==> src/rtl/sdrx_pkg.sv <==
// Shared types, constants and helpers for the SD/eMMC data-block receiver.
package sdrx_pkg;

    typedef enum logic [2:0] {
        S_IDLE = 3'd0,
        S_WAIT = 3'd1,
        S_DATA = 3'd2,
        S_CRC  = 3'd3,
        S_END  = 3'd4
    } state_t;

    localparam logic [15:0] CRC_POLYNOMIAL = 16'h1021;

    // Bus width codes as presented on i_width (2'b11 behaves like 8 lanes)
    localparam logic [1:0] W1 = 2'b00;
    localparam logic [1:0] W4 = 2'b01;
    localparam logic [1:0] W8 = 2'b10;

    // Number of strobe samples that fill one 32-bit word
    function automatic logic [5:0] samples_per_word(input logic [1:0] width);
        logic [5:0] spw;
        case (width)
            W1:      spw = 6'd32;
            W4:      spw = 6'd8;
            default: spw = 6'd4;
        endcase
        return spw;
    endfunction

    // Active-lane mask; inactive lanes never influence start, data, CRC or end bit
    function automatic logic [7:0] lane_mask(input logic [1:0] width);
        logic [7:0] m;
        case (width)
            W1:      m = 8'h01;
            W4:      m = 8'h0F;
            default: m = 8'hFF;
        endcase
        return m;
    endfunction

    // One serial CRC16 step; the received CRC bits are fed through too, so a good block ends at zero
    function automatic logic [15:0] crc16_next(input logic [15:0] crc, input logic din);
        logic fb;
        fb = crc[15] ^ din;
        return {crc[14:0], 1'b0} ^ (fb ? CRC_POLYNOMIAL : 16'h0000);
    endfunction

endpackage

==> src/rtl/sdrx_crc16.sv <==
// One lane/edge CRC16 accumulator with clear, step enable and a nonzero flag.
module sdrx_crc16
    import sdrx_pkg::*;
(
    input  logic i_clk,
    input  logic i_reset,
    input  logic i_clr,
    input  logic i_step,
    input  logic i_bit,
    output logic o_nonzero
);

    logic [15:0] crc_q;
    logic [15:0] crc_d;

    // Clear wins over step so a new block always starts from a zero remainder
    always_comb begin
        crc_d = crc_q;
        if (i_clr) begin
            crc_d = 16'h0000;
        end else if (i_step) begin
            crc_d = crc16_next(crc_q, i_bit);
        end else begin
            crc_d = crc_q;
        end
    end

    // CRC register
    always_ff @(posedge i_clk or posedge i_reset) begin
        if (i_reset) begin
            crc_q <= 16'h0000;
        end else begin
            crc_q <= crc_d;
        end
    end

    assign o_nonzero = |crc_q;

endmodule

==> src/rtl/sdrx_frame.sv <==
// Host-side SD/eMMC data-block receiver: start bit, MSB-first word packing,
// per-lane/per-edge CRC16 check and end-bit check.
module sdrx_frame
    import sdrx_pkg::*;
#(
    parameter int LGLEN     = 7,
    parameter int LGTIMEOUT = 20
) (
    input  logic                 i_clk,
    input  logic                 i_reset,
    input  logic                 i_en,
    input  logic                 i_start,
    input  logic [1:0]           i_width,
    input  logic                 i_ddr,
    input  logic [LGLEN-1:0]     i_len,
    input  logic [LGTIMEOUT-1:0] i_timeout,
    input  logic                 i_pedge,
    input  logic                 i_nedge,
    input  logic [7:0]           i_dat,
    output logic                 o_valid,
    output logic [31:0]          o_data,
    output logic                 o_last,
    output logic                 o_done,
    output logic                 o_crc_err,
    output logic                 o_end_err,
    output logic                 o_timeout,
    output logic                 o_busy
);

    state_t                 state_q, state_d;
    logic [1:0]             width_q, width_d;
    logic                   ddr_q, ddr_d;
    logic [LGLEN:0]         len_q, len_d;
    logic [LGTIMEOUT-1:0]   tmo_q, tmo_d;
    logic [LGLEN:0]         word_cnt_q, word_cnt_d;
    logic [5:0]             samp_cnt_q, samp_cnt_d;
    logic [5:0]             crc_cnt_q, crc_cnt_d;
    logic                   pad_q, pad_d;
    logic [31:0]            shift_q, shift_d;
    logic                   valid_q, valid_d;
    logic [31:0]            data_q, data_d;
    logic                   last_q, last_d;
    logic                   done_q, done_d;
    logic                   crc_err_q, crc_err_d;
    logic                   end_err_q, end_err_d;
    logic                   timeout_q, timeout_d;
    logic                   busy_q, busy_d;

    logic [7:0]             mask_s;
    logic                   pos_s, neg_s, sample_s;
    logic                   arm_s, abort_s, start_s, tmo_hit_s;
    logic                   data_take_s, word_done_s, last_word_s;
    logic                   crc_take_s, crc_done_s, end_take_s, end_bad_s;
    logic [LGTIMEOUT-1:0]   tmo_next_s;
    logic [LGLEN:0]         word_inc_s;
    logic [31:0]            shift_next_s;
    logic [15:0]            crc_step_s;
    logic [15:0]            crc_nz_s;

    // A falling-edge strobe only counts in DDR and only when no rising strobe shares the cycle
    assign mask_s      = lane_mask(width_q);
    assign pos_s       = i_pedge;
    assign neg_s       = ~i_pedge & i_nedge & ddr_q;
    assign sample_s    = pos_s | neg_s;

    assign arm_s       = (state_q == S_IDLE) && i_start && i_en;
    assign abort_s     = (state_q != S_IDLE) && !i_en;
    assign start_s     = (state_q == S_WAIT) && pos_s && ((i_dat & mask_s) == 8'h00);
    assign tmo_next_s  = tmo_q + {{(LGTIMEOUT-1){1'b0}}, 1'b1};
    assign tmo_hit_s   = (state_q == S_WAIT) && !start_s && (tmo_next_s == i_timeout);

    // In DDR the falling-edge sample right after the start bit is padding
    assign data_take_s = (state_q == S_DATA) && sample_s && !(pad_q && neg_s);
    assign word_done_s = data_take_s && (samp_cnt_q == (samples_per_word(width_q) - 6'd1));
    assign word_inc_s  = word_cnt_q + {{LGLEN{1'b0}}, 1'b1};
    assign last_word_s = word_done_s && (word_inc_s == len_q);

    assign crc_take_s  = (state_q == S_CRC) && sample_s;
    assign crc_done_s  = crc_take_s && (crc_cnt_q == (ddr_q ? 6'd31 : 6'd15));
    assign end_take_s  = (state_q == S_END) && pos_s;
    assign end_bad_s   = ((i_dat & mask_s) != mask_s);

    // Highest active lane lands in the most significant bit of each chunk
    always_comb begin
        shift_next_s = shift_q;
        case (width_q)
            W1:      shift_next_s = {shift_q[30:0], i_dat[0]};
            W4:      shift_next_s = {shift_q[27:0], i_dat[3:0]};
            default: shift_next_s = {shift_q[23:0], i_dat[7:0]};
        endcase
    end

    // Sixteen CRC accumulators: index = edge*8 + lane, edge 1 used only in DDR
    for (genvar g = 0; g < 16; g++) begin : g_crc
        localparam int LANE = g % 8;
        logic edge_hit_s;
        assign edge_hit_s    = (g >= 8) ? neg_s : pos_s;
        assign crc_step_s[g] = (data_take_s || crc_take_s) && mask_s[LANE] && edge_hit_s;

        sdrx_crc16 u_crc (
            .i_clk     (i_clk),
            .i_reset   (i_reset),
            .i_clr     (arm_s),
            .i_step    (crc_step_s[g]),
            .i_bit     (i_dat[LANE]),
            .o_nonzero (crc_nz_s[g])
        );
    end

    // Next-state logic; disabling the receiver returns to idle from anywhere
    always_comb begin
        state_d = state_q;
        if (abort_s) begin
            state_d = S_IDLE;
        end else begin
            case (state_q)
                S_IDLE:  state_d = arm_s ? S_WAIT : S_IDLE;
                S_WAIT: begin
                    if (start_s) begin
                        state_d = S_DATA;
                    end else if (tmo_hit_s) begin
                        state_d = S_IDLE;
                    end else begin
                        state_d = S_WAIT;
                    end
                end
                S_DATA:  state_d = last_word_s ? S_CRC : S_DATA;
                S_CRC:   state_d = crc_done_s ? S_END : S_CRC;
                S_END:   state_d = end_take_s ? S_IDLE : S_END;
                default: state_d = S_IDLE;
            endcase
        end
    end

    // Datapath and output pulses; error flags are only meaningful alongside done
    always_comb begin
        width_d    = width_q;
        ddr_d      = ddr_q;
        len_d      = len_q;
        tmo_d      = tmo_q;
        word_cnt_d = word_cnt_q;
        samp_cnt_d = samp_cnt_q;
        crc_cnt_d  = crc_cnt_q;
        pad_d      = pad_q;
        shift_d    = shift_q;
        valid_d    = 1'b0;
        data_d     = data_q;
        last_d     = 1'b0;
        done_d     = 1'b0;
        crc_err_d  = 1'b0;
        end_err_d  = 1'b0;
        timeout_d  = 1'b0;
        busy_d     = (state_d != S_IDLE);
        if (abort_s) begin
            done_d = 1'b1;
        end else begin
            case (state_q)
                S_IDLE: begin
                    if (arm_s) begin
                        width_d    = i_width;
                        ddr_d      = i_ddr;
                        len_d      = (i_len == {LGLEN{1'b0}}) ? {1'b1, {LGLEN{1'b0}}}
                                                              : {1'b0, i_len};
                        tmo_d      = {LGTIMEOUT{1'b0}};
                        word_cnt_d = {(LGLEN+1){1'b0}};
                        samp_cnt_d = 6'd0;
                        crc_cnt_d  = 6'd0;
                        pad_d      = 1'b0;
                        shift_d    = 32'h0000_0000;
                    end else begin
                        tmo_d = tmo_q;
                    end
                end
                S_WAIT: begin
                    tmo_d = tmo_next_s;
                    if (start_s) begin
                        pad_d = ddr_q;
                    end else if (tmo_hit_s) begin
                        done_d    = 1'b1;
                        timeout_d = 1'b1;
                    end else begin
                        pad_d = 1'b0;
                    end
                end
                S_DATA: begin
                    if (sample_s) begin
                        pad_d = 1'b0;
                    end else begin
                        pad_d = pad_q;
                    end
                    if (data_take_s) begin
                        shift_d = shift_next_s;
                        if (word_done_s) begin
                            samp_cnt_d = 6'd0;
                            word_cnt_d = word_inc_s;
                            valid_d    = 1'b1;
                            data_d     = shift_next_s;
                            last_d     = last_word_s;
                        end else begin
                            samp_cnt_d = samp_cnt_q + 6'd1;
                        end
                    end else begin
                        shift_d = shift_q;
                    end
                end
                S_CRC: begin
                    if (crc_take_s) begin
                        crc_cnt_d = crc_cnt_q + 6'd1;
                    end else begin
                        crc_cnt_d = crc_cnt_q;
                    end
                end
                S_END: begin
                    if (end_take_s) begin
                        done_d    = 1'b1;
                        end_err_d = end_bad_s;
                        crc_err_d = |crc_nz_s;
                    end else begin
                        done_d = 1'b0;
                    end
                end
                default: begin
                    done_d = 1'b0;
                end
            endcase
        end
    end

    // State and datapath registers
    always_ff @(posedge i_clk or posedge i_reset) begin
        if (i_reset) begin
            state_q    <= S_IDLE;
            width_q    <= 2'b00;
            ddr_q      <= 1'b0;
            len_q      <= {(LGLEN+1){1'b0}};
            tmo_q      <= {LGTIMEOUT{1'b0}};
            word_cnt_q <= {(LGLEN+1){1'b0}};
            samp_cnt_q <= 6'd0;
            crc_cnt_q  <= 6'd0;
            pad_q      <= 1'b0;
            shift_q    <= 32'h0000_0000;
            valid_q    <= 1'b0;
            data_q     <= 32'h0000_0000;
            last_q     <= 1'b0;
            done_q     <= 1'b0;
            crc_err_q  <= 1'b0;
            end_err_q  <= 1'b0;
            timeout_q  <= 1'b0;
            busy_q     <= 1'b0;
        end else begin
            state_q    <= state_d;
            width_q    <= width_d;
            ddr_q      <= ddr_d;
            len_q      <= len_d;
            tmo_q      <= tmo_d;
            word_cnt_q <= word_cnt_d;
            samp_cnt_q <= samp_cnt_d;
            crc_cnt_q  <= crc_cnt_d;
            pad_q      <= pad_d;
            shift_q    <= shift_d;
            valid_q    <= valid_d;
            data_q     <= data_d;
            last_q     <= last_d;
            done_q     <= done_d;
            crc_err_q  <= crc_err_d;
            end_err_q  <= end_err_d;
            timeout_q  <= timeout_d;
            busy_q     <= busy_d;
        end
    end

    assign o_valid   = valid_q;
    assign o_data    = data_q;
    assign o_last    = last_q;
    assign o_done    = done_q;
    assign o_crc_err = crc_err_q;
    assign o_end_err = end_err_q;
    assign o_timeout = timeout_q;
    assign o_busy    = busy_q;

endmodule

==> config.mk <==
export PLATFORM = sky130hd
export DESIGN_NAME = sdrx_frame
export DESIGN_NICKNAME = d
export VERILOG_FILES = /design/src/rtl/sdrx_pkg.sv /design/src/rtl/sdrx_crc16.sv /design/src/rtl/sdrx_frame.sv
export SDC_FILE = /design/constraint.sdc
export NUM_CORES = 1
export LEC_CHECK = 0
export ABC_AREA = 1
export BUFFER_PORTS_ARGS = -buffer_cell sky130_fd_sc_hd__clkbuf_2
export CAP_MARGIN = 20
export CORE_ASPECT_RATIO = 1.4
export CORE_MARGIN = 10
export CORE_UTILIZATION = 50
export DETAILED_ROUTE_END_ITERATION = 8
export PLACE_DENSITY_LB_ADDON = 0.25
export SYNTH_ARGS = -nofsm -noshare
export SYNTH_HDL_FRONTEND = slang
export SYNTH_HIERARCHICAL = 1
export SYNTH_SLANG_ARGS = --single-unit
==> constraint.sdc <==
create_clock -name i_clk -period 6.11 [get_ports i_clk]
set_input_delay 1.5275 -clock i_clk [delete_from_list [all_inputs] [get_ports i_clk]]
set_output_delay 1.5275 -clock i_clk [all_outputs]
set_load 0.05 [all_outputs]
==> impl_results.md <==
- Outcome: complete, no violations
- Post-synthesis mux area share: 0
- Post_cts resized: 0
- Rows: 82
- Synth Instances: 2229
- Post-DP HPWL: 31600 um
- Sequential share of the synthesized area: 0.524
- Pre-antenna DRT Iters: 8
- Simple-Gate Fraction of Synth Area: 0.258
- Fillers: 3213
- Switching Share: 0.314
- Diodes inserted: 0
- Main combinational cell family by area after synthesis: simple AND/OR/NAND/NOR gates
- Critical Path End Type: register
- First-pass GRT wire length: 74100 um
- Drt drc: 0
- WP buf/inv: 6
- CTS max path bufs: 3
- Clk pin slew, worst setup/hold paths: 60 ps
- RSZ-0062 raised after global routing: no
- Async S/R FF share, synth: 1.00
- Sequential fraction of design power: 0.426
- Vias in the first global route: 15594
- Synth top cells by count: nand2_1, dfrtp_1, inv_1
- Wire length on met3: 2080 um
- Crit-path max cell delay: a little under 800 ps
- DRT antenna net count: 0
- Top sig layer: met4
- Post-layout util: 0.570
- Layout cells sized above 1: 0.107
- Total leakage power: 0.00994 uW
- CP required: 6550 ps
- Synth area leaders: dfrtp_1, nand2_1, nand3_1
- Crit-path cells: clkbuf_2 -> inv_1 -> nand3_1 -> nand2_1 -> nand3_2 -> inv_2 -> nor2_1 -> nor2_1 -> inv_1 -> nor2_2 -> inv_2 -> nor2_4 -> inv_2 -> o22ai_1
- Post-synth EDFFs: 0
- Comb pwr share: 0.194
- GPL Wtd Cong: 0.877
- Relative slew slack: 0.359
- Post-CTS Setup Bufs: 0
- Die Ht: 246 um
- Num ports: 83
- Fin crit share: 0.639
- GR Util All Layers: 0.195
- Startpoint Class: primary input
- Syn nets: 2277
- P_sw: 2050 uW
- Compound-Gate Fraction of Synth Area: 0.124
- Max rail drop VDD: 284 uV
- Final wirelength: 44200 um
- Hold WC Path Type: reg -> reg
- Reg2reg setup slack: 2540 ps
- Slowest-stage cell, CP: nor2_2
- Crit path max-delay family: simple AND/OR/NAND/NOR gates
- Via-to-Cell Ratio: approximately 5.5
- Cell with the most instances after synthesis: nand2_1
- CP Class: in -> reg
- Clock power share: 0.380
- Vias after detailed routing: between 15000 and 20000
- Yosys reg bits: 381
- Die X: around 180 um
- Antenna violations before repair: 0
- Setup TNS: 0 ps
- CTS tree: yes
- Die area: 0.0446 mm^2
- Worst path arrival time: 4340 ps
- Synthesis-to-finish area growth: 12.4%
- Netlist Area Pre-Place: 0.0182 mm^2
- PwrDens: 319 mW/mm^2
- Final hold violations: 0
- Layout Nets: between 2000 and 2500
- CP Max Fanout: 17
- Initial cell density of the core: 0.507
- Hold buffer count at cts: 0
- Post-synth top area share: 0.524
- Max Fclk: between 200 and 300 MHz
- Largest net degree at the start of global routing: 70
- Clock latency on the worst-skew pair: roughly 540 ps
- Total grt overflow: 0
- Post-synthesis xor/xnor area fraction: 0.00529
- WL met2: between 20000 and 25000 um
- Buffers on Ports: 82
- Clock sinks: about 380
- Synth cell types: 46
- Yosys top cell by area: dfrtp_1
- Worst-Margin Slew: 960 ps
- Root Buffer: clkbuf_16
- Final Skew: 15.7 ps
- Met1 Routed Length: 17700 um
- Routed length per instance: 15.7 um
- Internal power: 4480 uW
- Num CTS Buffers: 39
- Synth Flop Type: dfrtp_1
- Syn. warnings: 6
- Total of max-cap violations: 0
- Synth Area in Adders: 0.00275
- H-tree levels: 2
- Initial DRC count: 1349
- Avg Cell Area, Syn: 8.17 um^2
- Minimum clock period after layout: roughly 3900 ps
- Count of final setup violators: 0
- Core area: 0.0359 mm^2
- Pins Over Slew Limit: 0
- Most used cell, CP: inv_2
==> registers in the layout, indices dropped and copies added (netlist names), 2 cells and up <==
signal and flops:
state_q 3, samp_cnt_q 6, crc_cnt_q 6, width_q 2
len_q 8, shift_q 31, g_crc.u_crc/crc_q 256, word_cnt_q 8
o_data 32, tmo_q 20
==> cells in the final DEF, fill, tap and decap left out, types with 2 or more instances in the layout <==
cell	netlist	final
a21oi_1	38	38
a221oi_1	4	4
and2_1	2	2
and3_1	2	2
buf_4	2	12
bufinv_16	0	5
clkbuf_1	13	4
clkbuf_16	0	41
clkbuf_2	0	82
clkbuf_8	0	6
clkinv_2	0	8
clkinvlp_4	0	2
dfrtp_1	381	381
ha_1	4	4
inv_1	340	339
inv_2	37	37
nand2_1	504	504
nand2_2	2	2
nand3_1	271	271
nand3_2	2	2
nand3b_1	6	6
nand4_1	26	26
nor2_1	152	148
nor2_2	4	8
nor2_4	36	36
nor3_1	9	8
nor3_2	2	3
nor3b_1	2	2
nor4_1	7	7
o21ai_0	152	152
o21ai_1	20	20
o221ai_1	2	2
o22ai_1	157	157
o31ai_1	12	12
xnor2_1	3	3
xor2_1	8	8
==> through the flow <==
step	cells	power (uW)	area [um^2]	hold WS (ps)	setup WS (ps)
after floorplan	2229	3710	18200	442	1250
after global placement	2754	4050	19100	453	1790
after detailed placement	2754	4070	19100	459	1670
after CTS	2820	6580	20500	475	2230
after global routing	2820	6850	20500	489	1930
final	2820	6530	20500	470	2200
==> area by class of cell <==
class                           instances  area, um^2  share of cell area
Sequential cell                       381        9530               0.466
Multi-Input combinational cell       1440        7110               0.347
Inverter                              377        1420              0.0692
Clock buffer                           51        1120              0.0549
Tap cell                              462         578              0.0282
Timing Repair Buffer                   94         500              0.0244
Clock inverter                         15         205              0.0100
==> power by group through the flow <==
stage          Clock, uW  Sequential (uW)  Combinational, uW
6_report            2480             2780               1270
5_1_grt             2640             2800               1410
4_1_cts             2540             2780               1260
3_5_place_dp           0             2820               1250
3_3_place_gp           0             2820               1230
2_1_floorplan          0             2800                906
==> worst reg2reg max path: stages, from the launching register on <==
cell,delay [ps]
dfrtp_1,680
nor2_8,440
inv_2,270
o21ai_1,150
o21ai_1,90
nor4_2,170
nand2_2,150
nor2_2,660
inv_2,530
nand2_1,200
o21ai_1,80
==> worst paths after layout <==
check | start | to | cells after the start
max in group asynchronous | i_reset | o_data[31] | 4
worst max-delay path | i_pedge | g_crc[1].u_crc/crc_q[4] | 14
min in group asynchronous | i_reset | g_crc[8].u_crc/crc_q[1] | 3
worst min-delay path | o_data[24] | o_data[24] | 2
worst max register to register | width_q[1] | o_data[16] | 10
worst min register to register | o_data[24] | o_data[24] | 2
==> layer usage <==
layer | GRT usage | up-vias
li1 | - | 7545
met1 | 0.226 | 7486
met2 | 0.350 | 404
met3 | 0.0311 | 113
met4 | 0.0825 | 0
met5 | 0 | -
==> cells by family (layout without fill, tap and decap cells) <==
family,Yosys count,after routing
simple gates,1031,1031
buf+inv,408,537
compound gates,394,394
flops,381,381
xor+xnor,11,11
fa+ha+maj,4,4
Power figures use the tool's default switching activity.
